<file path="src/rtl/csc_frame_ctrl.sv">
// Frame sequencer for the YUV->RGB conversion path: source read addressing on input DE,
// destination write addressing on converter DE, drain/timeout handling and sticky framing errors.
module csc_frame_ctrl #(
  parameter int unsigned H_ACTIVE  = 1280,
  parameter int unsigned V_ACTIVE  = 720,
  parameter int unsigned ADDR_W    = 20,
  parameter bit          VS_POL    = 1'b1,
  parameter int unsigned DRAIN_TMO = 64
) (
  input  logic              clk_i,
  input  logic              rst_n_i,
  input  logic              enable_i,
  input  logic              clr_err_i,
  input  logic              vs_i,
  input  logic              de_i,
  input  logic              conv_de_i,
  output logic              rd_en_o,
  output logic [ADDR_W-1:0] rd_addr_o,
  output logic              wr_en_o,
  output logic [ADDR_W-1:0] wr_addr_o,
  output logic              busy_o,
  output logic              frame_done_o,
  output logic [15:0]       frame_cnt_o,
  output logic              err_ovr_o,
  output logic              err_short_o,
  output logic              err_tmo_o
);

  localparam int unsigned CW       = ADDR_W + 1;
  localparam logic [CW-1:0] TOTAL_C = CW'(H_ACTIVE * V_ACTIVE);
  localparam int unsigned DW       = $clog2(DRAIN_TMO + 1);
  localparam logic [DW-1:0] TMO_LAST = DW'(DRAIN_TMO - 1);

  localparam logic [2:0] S_IDLE   = 3'd0;
  localparam logic [2:0] S_WAIT   = 3'd1;
  localparam logic [2:0] S_ACTIVE = 3'd2;
  localparam logic [2:0] S_DRAIN  = 3'd3;
  localparam logic [2:0] S_DONE   = 3'd4;

  logic [2:0]    state, nxt;
  logic          vs_q, vs_edge, in_frame;
  logic [CW-1:0] rd_cnt, wr_cnt, rd_nxt, wr_nxt;
  logic [DW-1:0] drn_cnt;
  logic          set_ovr, set_short, set_tmo, clr_cnt;

  assign rd_addr_o = rd_cnt[ADDR_W-1:0];
  assign wr_addr_o = wr_cnt[ADDR_W-1:0];

  always_comb begin
    vs_edge   = (vs_i == VS_POL) && (vs_q != VS_POL);
    in_frame  = (state == S_ACTIVE) || (state == S_DRAIN);
    rd_en_o   = de_i && (state == S_ACTIVE) && (rd_cnt < TOTAL_C);
    wr_en_o   = conv_de_i && in_frame && (wr_cnt < TOTAL_C);
    rd_nxt    = rd_cnt + CW'(rd_en_o);
    wr_nxt    = wr_cnt + CW'(wr_en_o);
    set_ovr   = de_i && in_frame && (rd_cnt == TOTAL_C);
    set_short = vs_edge && in_frame;
    set_tmo   = 1'b0;
    clr_cnt   = 1'b0;
    nxt       = state;
    // Transitions look at the post-increment counts so DONE follows the last write directly.
    case (state)
      S_IDLE:   if (enable_i) nxt = S_WAIT;
      S_WAIT: begin
        if (!enable_i) nxt = S_IDLE;
        else if (vs_edge) begin
          nxt     = S_ACTIVE;
          clr_cnt = 1'b1;
        end
      end
      S_ACTIVE: begin
        if (set_short) clr_cnt = 1'b1;
        else if (rd_nxt == TOTAL_C) nxt = S_DRAIN;
      end
      S_DRAIN: begin
        if (set_short) begin
          nxt     = S_ACTIVE;
          clr_cnt = 1'b1;
        end else if (wr_nxt == TOTAL_C) nxt = S_DONE;
        // drn_cnt counts DRAIN cycles already spent, so TMO_LAST ends the DRAIN_TMO-th one.
        else if (drn_cnt == TMO_LAST) begin
          nxt     = S_DONE;
          set_tmo = 1'b1;
        end
      end
      S_DONE:   nxt = enable_i ? S_WAIT : S_IDLE;
      default:  nxt = S_IDLE;
    endcase
  end

  always_ff @(posedge clk_i) begin
    if (!rst_n_i) begin
      state        <= S_IDLE;
      // Held at the active level so a sync pulse straddling reset release is not taken as an edge.
      vs_q         <= VS_POL;
      rd_cnt       <= '0;
      wr_cnt       <= '0;
      drn_cnt      <= '0;
      busy_o       <= 1'b0;
      frame_done_o <= 1'b0;
      frame_cnt_o  <= '0;
      err_ovr_o    <= 1'b0;
      err_short_o  <= 1'b0;
      err_tmo_o    <= 1'b0;
    end else begin
      state        <= nxt;
      vs_q         <= vs_i;
      rd_cnt       <= clr_cnt ? '0 : rd_nxt;
      wr_cnt       <= clr_cnt ? '0 : wr_nxt;
      drn_cnt      <= (state == S_DRAIN) ? drn_cnt + DW'(1) : '0;
      busy_o       <= (nxt == S_ACTIVE) || (nxt == S_DRAIN);
      frame_done_o <= (nxt == S_DONE);
      if (nxt == S_DONE) frame_cnt_o <= frame_cnt_o + 16'd1;
      err_ovr_o    <= set_ovr   | (err_ovr_o   & ~clr_err_i);
      err_short_o  <= set_short | (err_short_o & ~clr_err_i);
      err_tmo_o    <= set_tmo   | (err_tmo_o   & ~clr_err_i);
    end
  end

endmodule

</file>
<file path="config.mk">
export PLATFORM = sky130hd
export DESIGN_NAME = csc_frame_ctrl
export DESIGN_NICKNAME = d
export VERILOG_FILES = /design/src/rtl/csc_frame_ctrl.sv
export SDC_FILE = /design/constraint.sdc
export NUM_CORES = 1
export LEC_CHECK = 0
export BUFFER_PORTS_ARGS = -buffer_cell sky130_fd_sc_hd__buf_2
export CORE_MARGIN = 2
export CORE_UTILIZATION = 61
export DETAILED_ROUTE_END_ITERATION = 7
export PLACE_DENSITY = 0.86
export SETUP_SLACK_MARGIN = 0.5
export SLEW_MARGIN = 10
export SYNTH_ARGS = -nofsm -noshare
export SYNTH_HDL_FRONTEND = slang
export SYNTH_SLANG_ARGS = --single-unit
</file>
<file path="constraint.sdc">
create_clock -name clk_i -period 5.45 [get_ports clk_i]
set_input_delay 0.545 -clock clk_i [delete_from_list [all_inputs] [get_ports clk_i]]
set_output_delay 0.545 -clock clk_i [all_outputs]
set_load 0.1 [all_outputs]
</file>
Word-level counts from Yosys, hierarchy flattened
Index checks and enable logic that the tools add are counted.

storage, ports and cells
  word-level logic and storage cells = 69
  output and inout port bits = 63
  input port bits = 7
  register bits = 74

operators by class
  reduce and logical (&&, ||, !) cells = 14
  bitwise operators = 9
  mux-type cells = 18
  equal/unequal tests = 11
  add/subtract/negate cells = 4
  order comparisons = 2

operators with widths
  operator                                                                 number
  21-bit by 20-bit equality test with 1-bit output, second input constant  3
  21-bit by 1-bit adder with 21-bit output                                 2
  21-bit by 20-bit < comparator with 1-bit output, second input constant   2
  3-bit 2-to-1 mux                                                         8
  16-bit by 1-bit adder with 16-bit output, second input constant          1
  3-bit one-hot mux with 5 select lines                                    1
  3-bit by 2-bit equality test with 1-bit output, second input constant    4
  1-bit logical AND                                                        8
  1-bit 2-to-1 mux                                                         8
  7-bit by 1-bit adder with 7-bit output, second input constant            1
  7-bit by 6-bit equality test with 1-bit output, second input constant    1
  3-bit equality test, second input constant                               2
  2-bit OR reduction                                                       2
  1-bit bitwise AND                                                        3
  3-bit by 1-bit equality test with 1-bit output, second input constant    1
  3-bit zero test                                                          1
  1-bit NOT                                                                3
  1-bit bitwise OR                                                         3
  1-bit logical OR                                                         2
  1-bit one-hot mux with 2 select lines                                    1
  2-bit AND reduction                                                      1

Logic depth before layout (Yosys ltp)
  depth after elaboration = 11
  gate-level depth with buffers = 17
  mapped depth without buffers = 15

Worst setup path after synthesis
No wires, ideal clock.

  kind = register to register
  from = register wr_cnt[15]
  to = register frame_cnt_o[14]
  buffers on the path = 3
  clock period less this slack = 6.871 ns
  cell stages (with the launch flop) = 17
  library setup time = 0.072 ns
  path slack = -1.421 ns
  required time = 5.378 ns
  arrival = 6.799 ns
  cell sequence = dfxtp_1 nor3_1 a211oi_1 nor4b_1 ha_1 ha_1 buf_2 and3_1 buf_2 nand3_1 o31a_1 a211oi_2 and4_4 nor2_2 buf_6 nor4b_2 mux2i_1

between the ends
  word-level cells in the longest chain between the ends = 8

ends and longest elaborated chain
  what                                              RTL line  RTL
  start, declared                                   42        logic [CW-1:0] rd_cnt, wr_cnt, rd_nxt, wr_nxt;
  start signal, assigned                            109       wr_cnt <= clr_cnt ? '0 : wr_nxt;
  21-bit by 20-bit < comparator with 1-bit output   53        wr_en_o = conv_de_i && in_frame && (wr_cnt < TOTAL_C);
  1-bit logical AND                                 53
  net wr_en_o                                       19        output logic wr_en_o,
  21-bit by 1-bit adder with 21-bit output          55        wr_nxt = wr_cnt + CW'(wr_en_o);
  21-bit by 20-bit equality test with 1-bit output  79        end else if (wr_nxt == TOTAL_C) nxt = S_DONE;
  3-bit 2-to-1 mux                                  79
  3-bit 2-to-1 mux                                  76        if (set_short) begin
  3-bit one-hot mux with 5 select lines             62        case (state)
  3-bit equality test                               113       if (nxt == S_DONE) frame_cnt_o <= frame_cnt_o + 16'd1;
  end signal, assigned                              113
  end, declared                                     23        output logic [15:0] frame_cnt_o,

The timed path passes the listed nets, and every way through them passes these cells.
A chain may end at the register's enable or synchronous reset.

Worst setup path in the final report
  from = register wr_cnt[15]
  to = register frame_cnt_o[8]

between the ends
  word-level cells in the longest chain between the ends = 8

ends and longest elaborated chain
  what                                                  RTL line
  21-bit by 20-bit < comparator with 1-bit output       53
  1-bit logical AND                                     53
  21-bit by 1-bit adder with 21-bit output (*)          55
  21-bit by 20-bit equality test with 1-bit output (*)  79
  3-bit 2-to-1 mux (*)                                  79
  3-bit 2-to-1 mux (*)                                  76
  3-bit one-hot mux with 5 select lines (*)             62
  3-bit equality test (*)                               113

Mark *: on every way between the ends. The rest lies on a longest branch, timed or not.

==> results.md <==
- Crit path cell chain: nor3_1 -> a211oi_1 -> nor4b_4 -> ha_1 -> ha_1 -> nand3_1 -> nor3_1 -> a211oi_1 -> a221oi_1 -> nand4_2 -> a21o_1 -> or4_1 -> a21oi_1
- GRT Util Overall: 25.3%
- Clock sink count: 74
- Hold Path End: vs_q$_SDFF_PN1_
- Post-DR wirelength/cell: 15.6 microns
- Fraction of the cycle the final worst path needs: 77.1%
- Seq cells post-synth: 74
- Cells after DPL: 596
- Total CTS buffers: 9
- Vias: 3683
- Startpoint types: flop
- Max_cap viols: 0
- Initial DRT Pass Iterations: 5
- Worst Max-Slew Pin Slew: 510 ps
- Overall power: ~1 mW
- Die Height: between 80 and 90 microns
- CP endpoint kind: flop
- Run status: completed
- Worst vdd ir: 0.126 mV
- # resized after CTS: 0
- Clock root cell: clkbuf_8
- Crit path DAT: between 4000 and 5000 ps
- Hold depth: 2
- Mean Syn Cell Area: 8.22 sq um
- Slew headroom: 65.8%
- Critical path required time: around 5700 ps
- Final hold vios: 0
- Fin cells: 611
- Reg2reg path depth: 13
- Static leakage: ~1.7 nW
- Worst-skew pair later-pin latency: 360 ps
- Max-slew violation count: 0
- Clk_skew: 16.1 ps
- Final GP Congestion: a little under 1
- Setup TNS: 0 ps
- Top post-synthesis cells by area: dfxtp_1, buf_4, nor2_1, xnor2_1, xor2_1
- Commonest non-fill, non-tap cell in the layout: dfxtp_1
- PortBufs: 69
- Number of flops mapped to enable cells by yosys: 0
- Slowest cell on crit path: a221oi_1
- Fraction of registers with async set/reset: 0%
- Period minus WS final: between 4000 and 5000 ps
- R2R setup slack: around 1300 ps
- Starting Density: around 62%
- Most frequent cells in the layout: dfxtp_1, nor2_1, buf_2
- Area post-placement: between 4000 and 5000 sq um
- Crit Path Max Fanout: 8
- Die Wd: between 80 and 90 microns
- YS warnings: 0
- Std-Cell Rows: 30
- Synth Flop Type: dfxtp_1
- Cell taking the most area after synthesis: dfxtp_1
- # IOs: 70
- CTS Hold Bufs: 0
- H-tree levels: 3
- CTS Buffer Depth: 2
- HPWL Detailed: between 6000 and 7000 microns
- HP Class: in2reg
- Gr ovfl total: 0
- Crit path kind: reg2reg
- Layout area overhead: 6.58%
- RSZ-0062 raised after global routing: false
- Initial DRC count: 276
- Post-detailed-route DRC marker count: 0
- Largest stage delay, worst path: 440 ps
- Antenna Cells: 0
- Synth Instances: 509
- First-pass GRT wire length: 15300 microns
- Cell Pwr Density: 230 nW/um^2
- Vias in the first global route: 3298
- Final instance area: 4460 sq um
- Syn nets: 522
- DRT Wirelength: 9540 microns
- Cell area after synthesis: 4190 sq um
- CTS tree: done
- Worst-path clk slew: 80 ps
- Nets: 540
- Vias per std cell: roughly 6
- Synth top area share: 35.4%
- Share of layout cells above drive strength 1: 19.4%
- Yosys cell types: 62
- Die ar.: 7540 sq um
- Seq/Total Area, Yosys: about 35%
- Fmax: 238 MHz
- Reg-to-Reg Start: wr_cnt[15]$_SDFF_PP0_
- HP Start: vs_i
- FF-to-FF End: frame_cnt_o[8]$_SDFFE_PN0N_
- Setup violators final: 0
- Post-CTS setup buffers: 0
- ANT nets after route: 0
- Pin count of the biggest net entering global routing: 43
- Core area: 6720 sq um
- Initial antenna violation count: 0
how the worst max path moves through the flow:
stage	endpoint	startpoint	depth (start not counted)	slack, ps
5_1_grt	frame_cnt_o[8]$_SDFFE_PN0N_	wr_cnt[15]$_SDFF_PP0_	13	940
3_5_place_dp	frame_cnt_o[4]$_SDFFE_PN0N_	wr_cnt[15]$_SDFF_PP0_	13	1410
3_3_place_gp	frame_cnt_o[4]$_SDFFE_PN0N_	wr_cnt[15]$_SDFF_PP0_	13	1590
4_1_cts	frame_cnt_o[4]$_SDFFE_PN0N_	wr_cnt[15]$_SDFF_PP0_	13	1360
2_1_floorplan	frame_cnt_o[14]$_SDFFE_PN0N_	wr_cnt[15]$_SDFF_PP0_	16	870
6_report	frame_cnt_o[8]$_SDFFE_PN0N_	wr_cnt[15]$_SDFF_PP0_	13	1250
state kept, by name (all words and copies together), names as in the netlist:
signal / flops
wr_cnt: 21
frame_cnt_o: 16
err_tmo_o: 1
busy_o: 1
rd_cnt: 21
vs_q: 1
err_short_o: 1
err_ovr_o: 1
frame_done_o: 1
state: 3
drn_cnt: 7
synthesized netlist by cell type (6+ instances only):
cell and number:
dfxtp_1 74, nor2_1 72, buf_4 42, nand2_1 33, nand3_1 28, xnor2_1 22
xor2_1 19, nor3_1 18, inv_1 15, nand4_1 15, o21ai_0 14, clkbuf_1 13
a21oi_1 12, nand2b_1 9, a211oi_1 8, nor4_1 8, and3_1 7, or3_1 7
buf_2 6, ha_1 6
where the power goes:
group          switching (mW)  internal [mW]
Sequential            0.00142          0.541
Clock                   0.206          0.255
Combinational          0.0161        0.00558
final cells by class:
class	instances	area, sq um
tap	80	100
clock buffer	10	128
fill	552	2260
multi-input combinational	356	2260
clock inverter	5	80.1
inverter	16	60.1
sequential	74	1480
timing repair buffer	70	353
cell families (layout without fill, tap and decap cells):
group	after synthesis	count (layout)	synth area share, %
multiplexers	4	4	0.956
buffers and inverters	79	101	11.2
AND/OR/NAND/NOR	235	235	30.1
AO/OA/AOI/OAI	70	70	12.0
flip-flops	74	74	35.4
XOR/XNOR	41	41	8.58
adder cells (fa/ha/maj)	6	6	1.79
metrics by stage:
stage | setup WS [ps] | hold WS, ps | utilization (%)
2_1_floorplan | 872 | 430 | -
3_3_place_gp | 1590 | 443 | 63.3
3_5_place_dp | 1410 | 459 | 63.3
4_1_cts | 1360 | 413 | 66.4
5_1_grt | 938 | 439 | 66.4
6_report | 1250 | 414 | 66.4
worst max-delay path: cells and delay by family, from the launching register on:
family / cells / cell delay (ps)
compound gates: 5 / 1220
fa+ha+maj: 2 / 670
flops: 1 / 380
simple gates: 6 / 1870
routing by layer:
| layer | global-route usage, % | vias up | wire length [microns] |
|---|---|---|---|
| met5 | 0 | - | 0 |
| met4 | 10.7 | 0 | 248 |
| met3 | 5.24 | 26 | 669 |
| met2 | 39.4 | 162 | 4370 |
| met1 | 34.1 | 1711 | 4250 |
| li1 | - | 1784 | - |
No activity file was read; power rests on OpenSTA's default activity.
